===== config.mk =====
export PLATFORM = sky130hd
export DESIGN_NAME = root_algorithm
export DESIGN_NICKNAME = d
export VERILOG_FILES = /design/src/rtl/root_pkg.sv /design/src/rtl/root_select.sv /design/src/rtl/root_algorithm.sv
export SDC_FILE = /design/constraint.sdc
export NUM_CORES = 1
export LEC_CHECK = 0
export CELL_PAD_IN_SITES_DETAIL_PLACEMENT = 1
export CELL_PAD_IN_SITES_GLOBAL_PLACEMENT = 1
export CORE_ASPECT_RATIO = 0.5
export CORE_MARGIN = 3
export CORE_UTILIZATION = 51
export CTS_BUF_LIST = sky130_fd_sc_hd__clkbuf_4 sky130_fd_sc_hd__clkbuf_8
export DETAILED_ROUTE_END_ITERATION = 7
export PLACE_DENSITY = 0.88
export REMOVE_ABC_BUFFERS = 1
export SETUP_SLACK_MARGIN = 0.05
export SLEW_MARGIN = 10
export SYNTH_ARGS = -nofsm -noshare
export SYNTH_HDL_FRONTEND = slang
export SYNTH_SLANG_ARGS = --single-unit

===== constraint.sdc =====
create_clock -name i_clk -period 5.2 [get_ports i_clk]
set_input_delay 1.3 -clock i_clk [delete_from_list [all_inputs] [get_ports i_clk]]
set_output_delay 1.3 -clock i_clk [all_outputs]
set_load 0.01 [all_outputs]

===== src/rtl/root_pkg.sv =====
// Shared digit encoding, default parameters and fixed-point widths for the
// radix-2 online square-root unit.
package root_pkg;

  localparam int unsigned N_DEFAULT = 8;
  localparam int unsigned P_DEFAULT = 1;

  typedef logic [1:0] sd_t;

  localparam sd_t DIG_ZERO = 2'b00;
  localparam sd_t DIG_POS  = 2'b01;
  localparam sd_t DIG_NEG  = 2'b10;

  // Residual holds 2 integer bits; the estimate path carries 2 extra guard bits.
  localparam int unsigned RES_INT  = 2;
  localparam int unsigned GUARD    = 2;
  localparam int unsigned EST_FRAC = 3;
  localparam int unsigned EST_W    = RES_INT + GUARD + EST_FRAC;

  localparam logic signed [EST_W-1:0] EST_HALF  = EST_W'(4);
  localparam logic signed [EST_W-1:0] EST_NHALF = -EST_HALF;

  function automatic int unsigned res_frac(input int unsigned n);
    return n + 3;
  endfunction

  function automatic int unsigned res_width(input int unsigned n);
    return n + 3 + RES_INT;
  endfunction

endpackage


===== src/rtl/root_select.sv =====
// Digit selection: truncates the residual estimate to 3 fraction bits and
// compares it against +/-1/2.
module root_select
  import root_pkg::*;
#(
  parameter int unsigned F  = 11,
  parameter int unsigned WW = 15
) (
  input  logic signed [WW-1:0] i_est,
  output sd_t                  o_dig_c
);

  logic signed [EST_W-1:0] w_trunc;

  assign w_trunc = EST_W'(i_est >>> (F - EST_FRAC));

  always_comb begin
    o_dig_c = DIG_ZERO;
    if (w_trunc >= EST_HALF) begin
      o_dig_c = DIG_POS;
    end else if (w_trunc < EST_NHALF) begin
      o_dig_c = DIG_NEG;
    end
  end

endmodule


===== src/rtl/root_algorithm.sv =====
// Radix-2 online square root, MSD first, online delay 1. Residual recurrence in
// exact fixed point with on-the-fly conversion of the root into Q/QM.
module root_algorithm
  import root_pkg::*;
#(
  parameter int unsigned N = N_DEFAULT,
  parameter int unsigned P = P_DEFAULT
) (
  input  logic       i_clk,
  input  logic       i_Reset,
  input  logic [1:0] i_x,
  output logic [1:0] o_y
);

  localparam int unsigned F       = res_frac(N);
  localparam int unsigned W       = res_width(N);
  localparam int unsigned WW      = W + GUARD;
  localparam int unsigned CNT_MAX = F + P;
  localparam int unsigned CW      = $clog2(CNT_MAX + 1);

  localparam logic signed [WW-1:0] X_HALF = WW'(1) <<< (F - 1);

  logic signed [W-1:0]  r_w;
  logic signed [W-1:0]  r_q;
  logic signed [W-1:0]  r_qm;
  logic [CW-1:0]        r_cnt;
  sd_t                  r_y;

  logic signed [WW-1:0] w_xterm;
  logic signed [WW-1:0] w_est;
  logic signed [WW-1:0] w_2q;
  logic signed [WW-1:0] w_bitx;
  logic signed [WW-1:0] w_next;
  logic signed [W-1:0]  w_bit;
  logic signed [W-1:0]  w_q_nxt;
  logic signed [W-1:0]  w_qm_nxt;
  logic [CW-1:0]        w_k;
  logic                 w_slot;
  sd_t                  w_sel_c;
  sd_t                  w_dig;

  // Estimate 2w + x/2; code 11 on the input falls through to zero.
  always_comb begin
    w_xterm = '0;
    case (i_x)
      DIG_POS: w_xterm = X_HALF;
      DIG_NEG: w_xterm = -X_HALF;
      default: w_xterm = '0;
    endcase
    w_est = (WW'(r_w) <<< 1) + w_xterm;
  end

  root_select #(
    .F  (F),
    .WW (WW)
  ) u_select (
    .i_est   (w_est),
    .o_dig_c (w_sel_c)
  );

  // Digit weight 2^-k, residual update and on-the-fly Q/QM append.
  always_comb begin
    w_slot   = (r_cnt < CW'(P));
    w_k      = r_cnt - CW'(P) + CW'(1);
    w_bit    = '0;
    if (!w_slot && (w_k <= CW'(F))) begin
      w_bit = W'(1) <<< (CW'(F) - w_k);
    end
    w_dig    = w_slot ? DIG_ZERO : w_sel_c;
    w_2q     = WW'(r_q) <<< 1;
    w_bitx   = WW'(w_bit);
    w_next   = w_est;
    w_q_nxt  = r_q;
    w_qm_nxt = r_qm | w_bit;
    case (w_dig)
      DIG_POS: begin
        w_next   = w_est - (w_2q + w_bitx);
        w_q_nxt  = r_q | w_bit;
        w_qm_nxt = r_q;
      end
      DIG_NEG: begin
        w_next   = w_est + (w_2q - w_bitx);
        w_q_nxt  = r_qm | w_bit;
        w_qm_nxt = r_qm;
      end
      default: ;
    endcase
  end

  always_ff @(posedge i_clk or negedge i_Reset) begin
    if (!i_Reset) begin
      r_w   <= '0;
      r_q   <= '0;
      r_qm  <= '0;
      r_cnt <= '0;
      r_y   <= DIG_ZERO;
    end else begin
      r_w  <= W'(w_next);
      r_q  <= w_q_nxt;
      r_qm <= w_qm_nxt;
      r_y  <= w_dig;
      if (r_cnt != CW'(CNT_MAX)) begin
        r_cnt <= r_cnt + CW'(1);
      end
    end
  end

  assign o_y = r_y;

endmodule


# --- Yosys cells after proc, flatten, opt, wreduce, memory -nomap -nowiden ---
# Cells that the tools add are included.
word_totals:
  mem_bits_ro: 0
  memories: 0
  elab_cells: 37
  ff_bits: 45
  latch_bits: 0
  mem_bits_rw: 0
classes:
  n_bitwise: 2
  n_reduce_logical: 3
  mul: 0
  shifts: 1
  n_eq_ne: 5
  magnitude_cmp: 4
  n_div: 0
  muxes: 8
  n_addsub: 9
op_table:
  columns: ["operator", "count"]
  rows:
  - ["$pmux W13 S2", 3]
  - ["$pmux W15 S2", 1]
  - ["$add A13 B13 Y13", 2]
  - ["$or A13 B13 Y13", 2]
  - ["$sub A13 B13 Y13", 2]
  - ["$add A14 B15 Y15", 1]
  - ["$mux W13", 1]
  - ["$sshl A2 B4 Y13 const A", 1]
  - ["$add A4 B1 Y4 const B", 2]
  - ["$ge A7 B4 Y1 const B", 1]
  - ["$lt A7 B3 Y1 const B", 1]
  - ["$mux W2", 3]
  - ["$eq A2 B1 Y1 const B", 2]
  - ["$eq A2 B2 Y1 const B", 2]
  - ["$le A4 B4 Y1 const B", 1]
  - ["$lt A4 B1 Y1 const B", 1]
  - ["$ne A4 B4 Y1 const B", 1]
  - ["$sub A4 B1 Y4 const B", 1]
  - ["$sub A4 B4 Y4 const A", 1]
  - ["$reduce_bool A2 Y1", 1]
  - ["$logic_and A1 B1 Y1", 1]
  - ["$logic_not A1 Y1", 1]

# --- Depth between registers and ports, before layout ---
logic_depth:
  word_depth: 9
  depth_mapped: 18
  ltp_nobuf: 17

# --- Modules after synthesis ---
# A second synthesis with hierarchy kept.
hier_totals:
  cells_unflattened: 435
  area_unflattened_um2: 3937.5
by_module_without_submodules:
  columns: ["module", "n_inst", "cells_each", "seq_area_each_um2", "area_per_inst_um2"]
  rows:
  - ["root_algorithm", 1, 431, 1076.0, 3915.0]
  - ["root_select", 1, 4, 0.0, 22.5]

# --- Least setup slack after synthesis ---
# Ideal clock, no wire load.
synth_timing:
  path_kind: "input to register"
  from: "input port i_x[0]"
  to: "register r_w[12]"
  required_ps: 5073
  setup_time_ps: 127
  setup_slack_ps: 987
  stages: 14
  t_arrival_ps: 4087
  path_cell_list: "inv_1 > ha_1 > inv_1 > ha_1 > inv_1 > fa_1 > fa_1 > inv_1 > ha_1 > o211a_1 > a221oi_1 > xnor2_1 > a22oi_1 > o21ai_1"
synth_between:
  elab_chain_len: 9
  word_cells_on_any_way: 14
  classes_between: "add/sub: 3; order compare: 2; eq/ne: 4; mux: 5"
synth_lines:
  columns: ["element", "line_no", "source"]
  rows:
  - ["start: declaration", "root_algorithm.sv:11", "input logic [1:0] i_x,"]
  - ["$eq A2 B2 Y1 or $eq A2 B1 Y1 (tied branches)", "root_algorithm.sv:45", "case (i_x)"]
  - ["$pmux W15 S2 *", "root_algorithm.sv:45", null]
  - ["$add A14 B15 Y15 *", "root_algorithm.sv:50", "w_est = (WW'(r_w) <<< 1) + w_xterm;"]
  - ["$lt A7 B3 Y1", "root_select.sv:21", "end else if (w_trunc < EST_NHALF) begin"]
  - ["$mux W2", "root_select.sv:21", null]
  - ["$mux W2", "root_select.sv:19", "if (w_trunc >= EST_HALF) begin"]
  - ["$mux W2", "root_algorithm.sv:69", "w_dig = w_slot ? DIG_ZERO : w_sel_c;"]
  - ["$eq A2 B2 Y1 or $eq A2 B1 Y1 (tied branches)", "root_algorithm.sv:75", "case (w_dig)"]
  - ["$pmux W13 S2 *", "root_algorithm.sv:75", null]
  - ["via w_next[12]", "root_algorithm.sv:33", "logic signed [WW-1:0] w_next;"]
  - ["end signal: assignment", "root_algorithm.sv:98", "r_w <= W'(w_next);"]
  - ["end: declaration", "root_algorithm.sv:23", "logic signed [W-1:0] r_w;"]
# Mark *: on every way through the listed nets, which the timed path passes. The rest lies on a longest branch.
# A chain may end at the register's enable or synchronous reset.

# --- Worst setup path after layout ---
# Same ends and word-level chain as after synthesis.

==> run metrics <==
synth warn=0; drt first-iter violations=around 170; period utilisation layout=0.899; f_max=approximately 210 MHz; CTS root buffer=clkbuf_8; GR Util met2=0.453; most used routing layer=met2; clk buf depth=2; die height=between 60 and 70 um; crit path capture type=register; pins over their slew limit=0; Final ANT Viol Nets=0; mux share of post-synthesis cell area=0; Synth Area in Adders=0.257; Max Clock Skew=0.00790 ns; post-synthesis xor/xnor area fraction=0.0642; die width=between 100 and 150 um; number of flops mapped to enable cells by yosys=0; WS Path Type=in -> reg; CP top delay family=adder cells; GP Congestion=between 0.9 and 1; internal reg-to-reg setup slack=just over 0.7 ns; #FFs+latches synth=43; Total GRT Usage=0.241; final hold vios=0; Final Setup Violations=0; Total Power=roughly 2.8 mW; Tightest Pin Transition=0.991 ns; Sink Count=43; Lkg Pwr=1.97 nW; initial antenna violation count=0; Tmin final=about 4.7 ns; vias in the first global route=3398; I/O Buffers=5; first-pass GRT wire length=~16000 um; # H-tree levels=2; worst ir drop on vdd=between 200 and 250 uV; met3 Use GR=0.0403; drt total wl=9560 um; Cells after Synth=between 400 and 500; outcome=finished, final reports clean; max-cap violation count=0; post_cts resized=0; syn avg cell area=9.23 um^2; initial core utilization=0.549; Total Nets Final=485; met1 Use GR=0.293; post-synthesis compound-gate area fraction=0.205; Placeable Area=between 6000 and 7000 um^2; cell area after synthesis=3820 um^2; clock slew at reported path FFs=about 0.09 ns; Slowest-stage cell, CP=fa_1; largest net degree at the start of global routing=between 40 and 50; share of cells above drive strength 1=0.0502; unrepaired setup endpoints after global routing=no; Worst EP required=between 5 and 6 ns; Most used DFF post-synth=dfrtp_1; Critical Path Fanout Max=5; simple-gate area share of the yosys netlist=0.0923; asr flop ratio synth=1.00; CP peak stage delay=0.58 ns; DRC=0; die area=8630 um^2; crit path buf inv count=5; GRT overflow=0; Setup Buffers After CTS=0; diodes inserted=0; first drt pass iteration count=5; Post-DP HPWL=about 7600 um; clock network latency to the later pin of the worst-skew pair=0.30 ns; Startpoint Class=primary input; Core Util, Final=0.576; Via-to-Cell Ratio=5.83; sequential area share after synthesis=0.282; Worst EP arrival=between 4 and 5 ns; Hold WC Path Type=reg -> reg; slew margin rel.=0.339; vias post-DR=roughly 3.0k; Cell Pwr Density=about 690 nW/um^2; Num CTS Buffers=5; drt wl/cell=between 15 and 20 um; Most common cell on crit path=inv_1; hold_buf cts=0; count of different cell masters after synthesis=47; row count=21; CTS tree=yes; largest family of logic cells by synthesized area=adder cells; worst path cell trace=clkdlybuf4s50_1 -> inv_1 -> ha_1 -> inv_1 -> ha_1 -> inv_1 -> fa_1 -> fa_1 -> inv_1 -> ha_1 -> o211a_1 -> a221oi_1 -> xnor2_1 -> a22oi_1 -> o21ai_1; filler cell count=800; Ports=6; Area growth syn-to-layout=5.01%
flip-flops by register name (all words and copies together) (netlist names):
signal,cells
o_y,2
r_cnt,4
r_q,12
r_qm,12
r_w,13
worst reg2reg max path: stages, from the launching register on:
cell      delay [ns]
dfrtp_1         0.52
inv_1           0.15
ha_1            0.24
nand2_1         0.17
and3b_1         0.31
and2_1          0.21
nand2_1         0.17
fa_1            0.47
ha_1            0.25
fa_1            0.42
a21o_1          0.21
a211oi_1        0.23
o21bai_1        0.23
a21o_1          0.23
a21oi_1         0.19
xor2_1          0.18
o221ai_1        0.15
synth_stat cells (all sizes together) (6+ instances only):
cell | count | area share
inv | 76 | 0.075
dfrtp | 43 | 0.28
ha | 40 | 0.13
a21oi | 38 | 0.050
nand2 | 31 | 0.032
fa | 24 | 0.13
nor2 | 19 | 0.019
xnor2 | 18 | 0.041
o21ai | 16 | 0.022
o211ai | 12 | 0.024
buf | 11 | 0.025
a21o | 10 | 0.020
o31a | 10 | 0.023
xor2 | 10 | 0.023
o221ai | 6 | 0.014
worst paths after layout:
kind / from / endpoint / depth (start not counted)
max: i_x[0] / r_w[12]$_DFF_PN0_ / 15
min: r_qm[11]$_DFFE_PN0N_ / r_qm[11]$_DFFE_PN0N_ / 1
max reg2reg: r_cnt[2]$_DFFE_PN0P_ / r_w[9]$_DFF_PN0_ / 16
min reg2reg: r_qm[11]$_DFFE_PN0N_ / r_qm[11]$_DFFE_PN0N_ / 1
max in group asynchronous: i_Reset / r_q[4]$_DFFE_PN0N_ / 1
min in group asynchronous: i_Reset / r_w[11]$_DFF_PN0_ / 1
through the flow:
stage / setup slack (ns) / instances / area, um^2 / setup TNS [ns] / hold slack [ns]
6_report: 0.526 / 510 / 4010 / 0 / 0.505
5_1_grt: 0.308 / 510 / 4010 / 0 / 0.544
4_1_cts: 0.531 / 510 / 4010 / 0 / 0.510
3_5_place_dp: 0.220 / 502 / 3920 / 0 / 0.490
3_3_place_gp: 0.390 / 502 / 3920 / 0 / 0.468
2_1_floorplan: -0.0982 / 402 / 3720 / -0.252 / 0.455
layout make-up:
type                    instances  area, um^2  area share
clock inverters                 2        12.5     0.00312
flip-flops and latches         43        1080       0.268
inverters                      76         285      0.0711
multi-input cells             283        2370       0.590
well taps                      92         115      0.0287
clock buffers                   6        76.3      0.0190
repair buffers                  8        80.1      0.0200
cells in the final DEF, fill, tap and decap left out, types with 6 or more instances in the layout:
cell type / synthesis / routed
a21o_1: 10 / 10
a21oi_1: 38 / 38
dfrtp_1: 43 / 43
fa_1: 24 / 24
ha_1: 40 / 40
inv_1: 74 / 74
nand2_1: 30 / 30
nor2_1: 19 / 19
o211ai_1: 12 / 12
o21ai_0: 10 / 10
o221ai_1: 6 / 6
o31a_1: 10 / 10
xnor2_1: 18 / 18
xor2_1: 10 / 10
report_power, final:
group / internal [mW] / switching [mW] / leakage, nW / total [mW]
Sequential: 0.424 / 0.0400 / 0.448 / 0.464
Combinational: 0.815 / 1.26 / 1.48 / 2.07
Clock: 0.0993 / 0.122 / 0.0446 / 0.222
Total: 1.34 / 1.42 / 1.97 / 2.76
per-layer routing:
metal  share of wire  up-vias
li1                -     1392
met1            0.45     1514
met2            0.51       58
met3           0.038        9
met4          0.0081        0
met5               0        -
cells by family (layout without fill, tap and decap cells):
group	after synthesis	in the layout
fa+ha+maj	64	64
simple gates	73	73
flops	43	43
xor+xnor	28	28
buf+inv	88	92
compound gates	118	118
(Power assumes the default switching activity.)
